File: src/rtl/servant_irq_pkg.sv
// Shared constants and helpers for the servant external interrupt controller.
package servant_irq_pkg;

  localparam int ID_W = 5;

  localparam logic [1:0] ADR_PENDING = 2'd0;
  localparam logic [1:0] ADR_ENABLE  = 2'd1;
  localparam logic [1:0] ADR_CLAIM   = 2'd2;
  localparam logic [1:0] ADR_COUNT   = 2'd3;

  // Lowest set bit index plus one; zero when the vector is empty.
  // Bit 31 is never populated because a 5-bit id cannot encode 32.
  function automatic logic [ID_W-1:0] prio_id(input logic [31:0] vec);
    logic [ID_W-1:0] id;
    id = '0;
    for (int i = 30; i >= 0; i--) begin
      if (vec[i]) id = ID_W'(i + 1);
    end
    return id;
  endfunction

endpackage

File: src/rtl/servant_irq_sync.sv
// Multi-flop synchroniser bringing asynchronous interrupt lines into wb_clk.
module servant_irq_sync #(
  parameter int WIDTH  = 1,
  parameter int STAGES = 2
) (
  input  logic             wb_clk,
  input  logic             wb_rst_n,
  input  logic [WIDTH-1:0] d,
  output logic [WIDTH-1:0] q
);

  logic [WIDTH-1:0] stage [STAGES];

  // NOTE: sequential state uses non-blocking assignments so every stage samples the pre-edge value of its predecessor.
  always_ff @(posedge wb_clk or negedge wb_rst_n) begin
    if (!wb_rst_n) begin
      for (int i = 0; i < STAGES; i++) stage[i] <= '0;
    end else begin
      stage[0] <= d;
      for (int i = 1; i < STAGES; i++) stage[i] <= stage[i-1];
    end
  end

  assign q = stage[STAGES-1];

endmodule

File: src/rtl/servant_irq_ctrl.sv
// N-channel edge/level interrupt controller with a Wishbone register file
// exposing PENDING, ENABLE, CLAIM and COUNT.
module servant_irq_ctrl
  import servant_irq_pkg::*;
#(
  parameter int          NUM_IRQ     = 8,
  parameter logic [31:0] EDGE_MASK   = 32'h0,
  parameter int          SYNC_STAGES = 2
) (
  input  logic               wb_clk,
  input  logic               wb_rst_n,
  input  logic [NUM_IRQ-1:0] i_irq,
  input  logic [1:0]         i_wb_adr,
  input  logic [31:0]        i_wb_dat,
  input  logic               i_wb_we,
  input  logic               i_wb_cyc,
  output logic [31:0]        o_wb_rdt,
  output logic               o_wb_ack,
  output logic               o_ext_irq,
  output logic [ID_W-1:0]    o_irq_id
);

  localparam logic [NUM_IRQ-1:0] EDGE = EDGE_MASK[NUM_IRQ-1:0];

  logic [NUM_IRQ-1:0] s_irq, prev_irq, pending, enable, active;
  logic [NUM_IRQ-1:0] w1c, claim_clr, pending_nxt;
  logic [31:0]        count, rd_mux;
  logic [ID_W-1:0]    irq_id;
  logic               acc, rd_acc, wr_acc;
  logic               unused_dat;

  servant_irq_sync #(.WIDTH(NUM_IRQ), .STAGES(SYNC_STAGES)) u_sync (
    .wb_clk  (wb_clk),
    .wb_rst_n(wb_rst_n),
    .d       (i_irq),
    .q       (s_irq)
  );

  // An access is the cycle on which the ack gets registered.
  assign acc    = i_wb_cyc & ~o_wb_ack;
  assign rd_acc = acc & ~i_wb_we;
  assign wr_acc = acc & i_wb_we;

  assign active     = pending & enable;
  assign irq_id     = prio_id(32'(active));
  assign o_irq_id   = irq_id;
  assign unused_dat = ^i_wb_dat;

  // NOTE: every always_comb output gets a default first so no path can infer a latch.
  always_comb begin
    w1c       = '0;
    claim_clr = '0;
    if (wr_acc && i_wb_adr == ADR_PENDING) w1c = i_wb_dat[NUM_IRQ-1:0] & EDGE;
    if (rd_acc && i_wb_adr == ADR_CLAIM) begin
      for (int i = 0; i < NUM_IRQ; i++) begin
        if (irq_id == ID_W'(i + 1)) claim_clr[i] = EDGE[i];
      end
    end
    // A fresh edge wins over a same-cycle claim or W1C.
    pending_nxt = (EDGE & ((s_irq & ~prev_irq) | (pending & ~(w1c | claim_clr))))
                | (~EDGE & s_irq);
  end

  always_comb begin
    rd_mux = '0;
    case (i_wb_adr)
      ADR_PENDING: rd_mux = 32'(pending);
      ADR_ENABLE:  rd_mux = 32'(enable);
      ADR_CLAIM:   rd_mux = 32'(irq_id);
      default:     rd_mux = count;
    endcase
  end

  always_ff @(posedge wb_clk or negedge wb_rst_n) begin
    if (!wb_rst_n) begin
      prev_irq  <= '0;
      pending   <= '0;
      enable    <= '0;
      count     <= '0;
      o_wb_ack  <= 1'b0;
      o_wb_rdt  <= '0;
      o_ext_irq <= 1'b0;
    end else begin
      prev_irq  <= s_irq;
      pending   <= pending_nxt;
      o_wb_ack  <= acc;
      o_ext_irq <= |active;
      if (acc) o_wb_rdt <= rd_mux;
      if (wr_acc && i_wb_adr == ADR_ENABLE) enable <= i_wb_dat[NUM_IRQ-1:0];
      // Counts rising edges of the registered o_ext_irq; a write wins over an increment.
      if (wr_acc && i_wb_adr == ADR_COUNT) count <= '0;
      else if (|active && !o_ext_irq)      count <= count + 32'd1;
    end
  end

endmodule

File: config.mk
export PLATFORM = sky130hd
export DESIGN_NAME = servant_irq_ctrl
export DESIGN_NICKNAME = d
export VERILOG_FILES = /design/src/rtl/servant_irq_pkg.sv /design/src/rtl/servant_irq_sync.sv /design/src/rtl/servant_irq_ctrl.sv
export SDC_FILE = /design/constraint.sdc
export NUM_CORES = 1
export LEC_CHECK = 0
export CAP_MARGIN = 5
export CELL_PAD_IN_SITES_DETAIL_PLACEMENT = 2
export CELL_PAD_IN_SITES_GLOBAL_PLACEMENT = 2
export CORE_ASPECT_RATIO = 1.4
export CORE_MARGIN = 1.5
export CORE_UTILIZATION = 35
export CTS_CLUSTER_DIAMETER = 50
export DETAILED_ROUTE_END_ITERATION = 10
export PLACE_DENSITY = 0.93
export SYNTH_ARGS = -nofsm -noshare
export SYNTH_HDL_FRONTEND = slang
export SYNTH_SLANG_ARGS = --single-unit
File: constraint.sdc
create_clock -name wb_clk -period 3.5 [get_ports wb_clk]
set_input_delay 0.525 -clock wb_clk [delete_from_list [all_inputs] [get_ports wb_clk]]
set_output_delay 0.525 -clock wb_clk [all_outputs]
set_load 0.01 [all_outputs]
==> summary.txt <==
Die X-Extent: 94.7 um
endpoint class of the critical path: primary output
routability cong.: 0.770
fraction of the yosys area taken by sequential cells: 0.596
CP max stage delay: 0.83 ns
number of antenna repair diodes: 0
clock slew at reported path FFs: 0.06 ns
fraction of post-synthesis cell area in the top cell type by area: 0.596
master of the slowest instance on the critical path: sky130_fd_sc_hd__a222oi_1
unrepaired setup endpoints after global routing: false
power density over cell area: 606 mW/mm^2
total length of routed wires: 12700 um
buffers inserted during post-CTS setup optimization: 0
total of buffers placed on input and output ports: 59
length of the first detailed-routing pass in iterations: 4
total number of placement rows: 46
Synth async-reset ratio: 1.00
TritonCTS clock tree: done
maximum number of pins on one net before global-route repair: 56
share of the clock period used by the worst path: 0.899
final routed DRC violation total: 0
starting density of the core: 0.361
iteration-0 DRC count of the detailed router: 157
share of post-route cells with drive strength above 1: 0.0962
die boundary height: 131 um
worst slew slack as a fraction of its limit: 0.362
nets: 458
cts repair resizes: 0
first-pass GRT wire length: 20500 um
Clock Tree Buf Depth: 2
biggest area contributors in the synthesized netlist: sky130_fd_sc_hd__dfrtp_1 (60%), sky130_fd_sc_hd__a22o_1 (4.0%), sky130_fd_sc_hd__mux2_2 (3.0%)
count of different cell masters after synthesis: 48
syn avg cell area: 11.5 um^2
class of the tightest hold or removal check: input pin to async pin
Leak: 2.20 nW
IR Drop Worst-Case VDD: 0.287 mV
vias in the first global route: 3639
HPWL after detailed placement: 8590 um
count of pins on the block boundary: 85
Total Routing Usage GR: 0.222
number of clock sinks: 98
EDFF count, synth: 0
transition time of the tightest slew-check pin: 0.957 ns
global route total overflow: 0
number of vias after detailed routing: 3086
number of warnings printed during yosys synthesis: 0
Arr. time, crit path: 2.62 ns
cell type with the highest aggregate area in the netlist: sky130_fd_sc_hd__dfrtp_1
routed length per placed instance: 22.7 um
Final min period: 3.15 ns
CP Launch Type: flop
total of flip-flops plus latches after synthesis: 98
CORE AREA: 0.0114 mm^2
count of hold buffers inserted by post-cts repair: 0
Num CTS Buffers: 9
root buf cell: sky130_fd_sc_hd__clkbuf_16
synthesized cell area: 0.00412 mm^2
Clock Skew: 0.00707 ns
number of hold violations in the final report: 0
area enclosed by the die boundary: 0.0124 mm^2
cell count after synthesis: 357
Achievable Freq: 318 MHz
most common flop cell mapped by yosys: sky130_fd_sc_hd__dfrtp_1
total negative setup slack: 0 ns
Area Growth Syn to Fin: 25.3%
clk_lat worst skew: 0.35 ns
largest fanout on the critical path: 5
initial antenna violation count: 0
final total power: 3.13 mW
max_cap viols: 0
Cell Chain, Critical Path: a222oi_1 > nand3_1 > nor2_1 > clkdlybuf4s50_1
Synth Net Count: 404
max-slew violations: 0
critical path data required time: 2.97 ns
result of the run: completed
final setup vio count: 0
via density per instance: 5.51
number of antenna-violating nets in the routed design: 0
critical path start-end classification: flop to primary output
number of levels in the clock H-tree: 3
-- cell usage in the layout, fill, tap and decap left out, drive strengths merged, types with 2 or more instances in the layout --
| cell type | instances |
|---|---|
| and3 | 7 |
| xnor2 | 14 |
| a21oi | 14 |
| a22oi | 2 |
| or3 | 6 |
| o22ai | 6 |
| buf | 5 |
| nand2 | 27 |
| o21ai | 16 |
| nand2b | 4 |
| and2 | 2 |
| mux2i | 4 |
| nand3 | 10 |
| xor2 | 10 |
| bufinv | 3 |
| inv | 8 |
| nor3 | 7 |
| mux2 | 11 |
| clkbuf | 11 |
| nor2 | 31 |
| a32oi | 3 |
| nand4 | 14 |
| a22o | 19 |
| dfrtp | 98 |
| clkdlybuf4s50 | 58 |
| nor4 | 7 |
-- worst paths after layout --
check,start,cells after the start,slack [ns],to
worst max-delay path,pending[2]$_DFF_PN0_,4,0.35,o_irq_id[3]
worst min-delay path,wb_rst_n,1,0.17,u_sync.stage[11]$_DFF_PN0_
worst max register to register,pending[2]$_DFF_PN0_,5,0.62,count[25]$_DFFE_PN0P_
worst min register to register,u_sync.q[3]$_DFF_PN0_,0,0.35,pending[3]$_DFF_PN0_
max in group asynchronous,wb_rst_n,2,2.61,count[25]$_DFFE_PN0P_
min in group wb_clk,u_sync.q[3]$_DFF_PN0_,0,0.35,pending[3]$_DFF_PN0_
-- report_power, final --
group          internal [mW]  switching [mW]  total (mW)
registers               1.28           0.189        1.47
logic                  0.256           0.283       0.539
clock network          0.698           0.418        1.12
-- cells in the mapped netlist, types with 2 or more instances --
cell and count:
sky130_fd_sc_hd__a21oi_1 14, sky130_fd_sc_hd__a22o_1 19, sky130_fd_sc_hd__a22oi_1 2, sky130_fd_sc_hd__a32oi_1 3, sky130_fd_sc_hd__and2_1 2, sky130_fd_sc_hd__and3_1 7
sky130_fd_sc_hd__buf_2 4, sky130_fd_sc_hd__buf_4 2, sky130_fd_sc_hd__buf_6 2, sky130_fd_sc_hd__clkbuf_1 11, sky130_fd_sc_hd__dfrtp_1 98, sky130_fd_sc_hd__inv_1 8
sky130_fd_sc_hd__mux2_2 11, sky130_fd_sc_hd__mux2i_1 4, sky130_fd_sc_hd__nand2_1 27, sky130_fd_sc_hd__nand2b_1 4, sky130_fd_sc_hd__nand3_1 9, sky130_fd_sc_hd__nand4_1 12
sky130_fd_sc_hd__nor2_1 31, sky130_fd_sc_hd__nor3_1 6, sky130_fd_sc_hd__nor4_1 7, sky130_fd_sc_hd__o21ai_0 16, sky130_fd_sc_hd__o22ai_1 6, sky130_fd_sc_hd__or3_1 6
sky130_fd_sc_hd__xnor2_1 14, sky130_fd_sc_hd__xor2_1 10
-- stage by stage --
| step | worst slack, ns | std cells | utilization | cell area (um^2) | hold WS (ns) |
|---|---|---|---|---|---|
| 2_1_floorplan | 1.61 | 357 | - | 4120 | 0.229 |
| 3_3_place_gp | 0.893 | 544 | 0.423 | 4830 | 0.334 |
| 3_5_place_dp | 0.838 | 544 | 0.423 | 4830 | 0.338 |
| 4_1_cts | 0.369 | 560 | 0.453 | 5160 | 0.193 |
| 5_1_grt | 0.282 | 560 | 0.453 | 5160 | 0.208 |
| 6_report | 0.354 | 560 | 0.453 | 5160 | 0.173 |
-- critical path, delay by kind of cell (launching register included) --
| kind | cells | cell delay [ns] |
|---|---|---|
| flip-flops | 1 | 0.42 |
| AO/OA/AOI/OAI | 1 | 0.83 |
| AND/OR/NAND/NOR | 2 | 0.44 |
| buffers and inverters | 1 | 0.58 |
-- cell type report --
cell class	count	area [um^2]
multi-input cells	231	1530
fillers	1129	6230
clock buffers	11	233
inverters	8	30.0
well taps	144	180
repair buffers	63	631
clock inverters	5	103
flip-flops and latches	98	2450
-- cells by family (layout without fill, tap and decap cells) --
logic type,count (synthesis),count (layout),share of synthesized area
AO/OA/AOI/OAI,66,66,0.110
AND/OR/NAND/NOR,123,123,0.162
other,1,1,0.000911
XOR/XNOR,24,24,0.0510
multiplexers,16,16,0.0453
adder cells (fa/ha/maj),1,1,0.00304
buffers and inverters,28,87,0.0322
flip-flops,98,98,0.596
-- registers in the layout, indices dropped and copies added (netlist names) --
register / flops
o_wb_rdt: 32
u_sync.stage: 8
u_sync.q: 8
o_ext_irq: 1
pending: 8
enable: 8
o_wb_ack: 1
count: 32
-- per-layer routing --
layer | global-route usage | wire length (um) | up-vias
li1 | - | - | 1379
met3 | 0.0347 | 294 | 34
met2 | 0.394 | 7090 | 73
met5 | 0 | 0 | -
met4 | 0.104 | 429 | 0
met1 | 0.253 | 4880 | 1600
No activity file was read; power rests on OpenSTA's default activity.
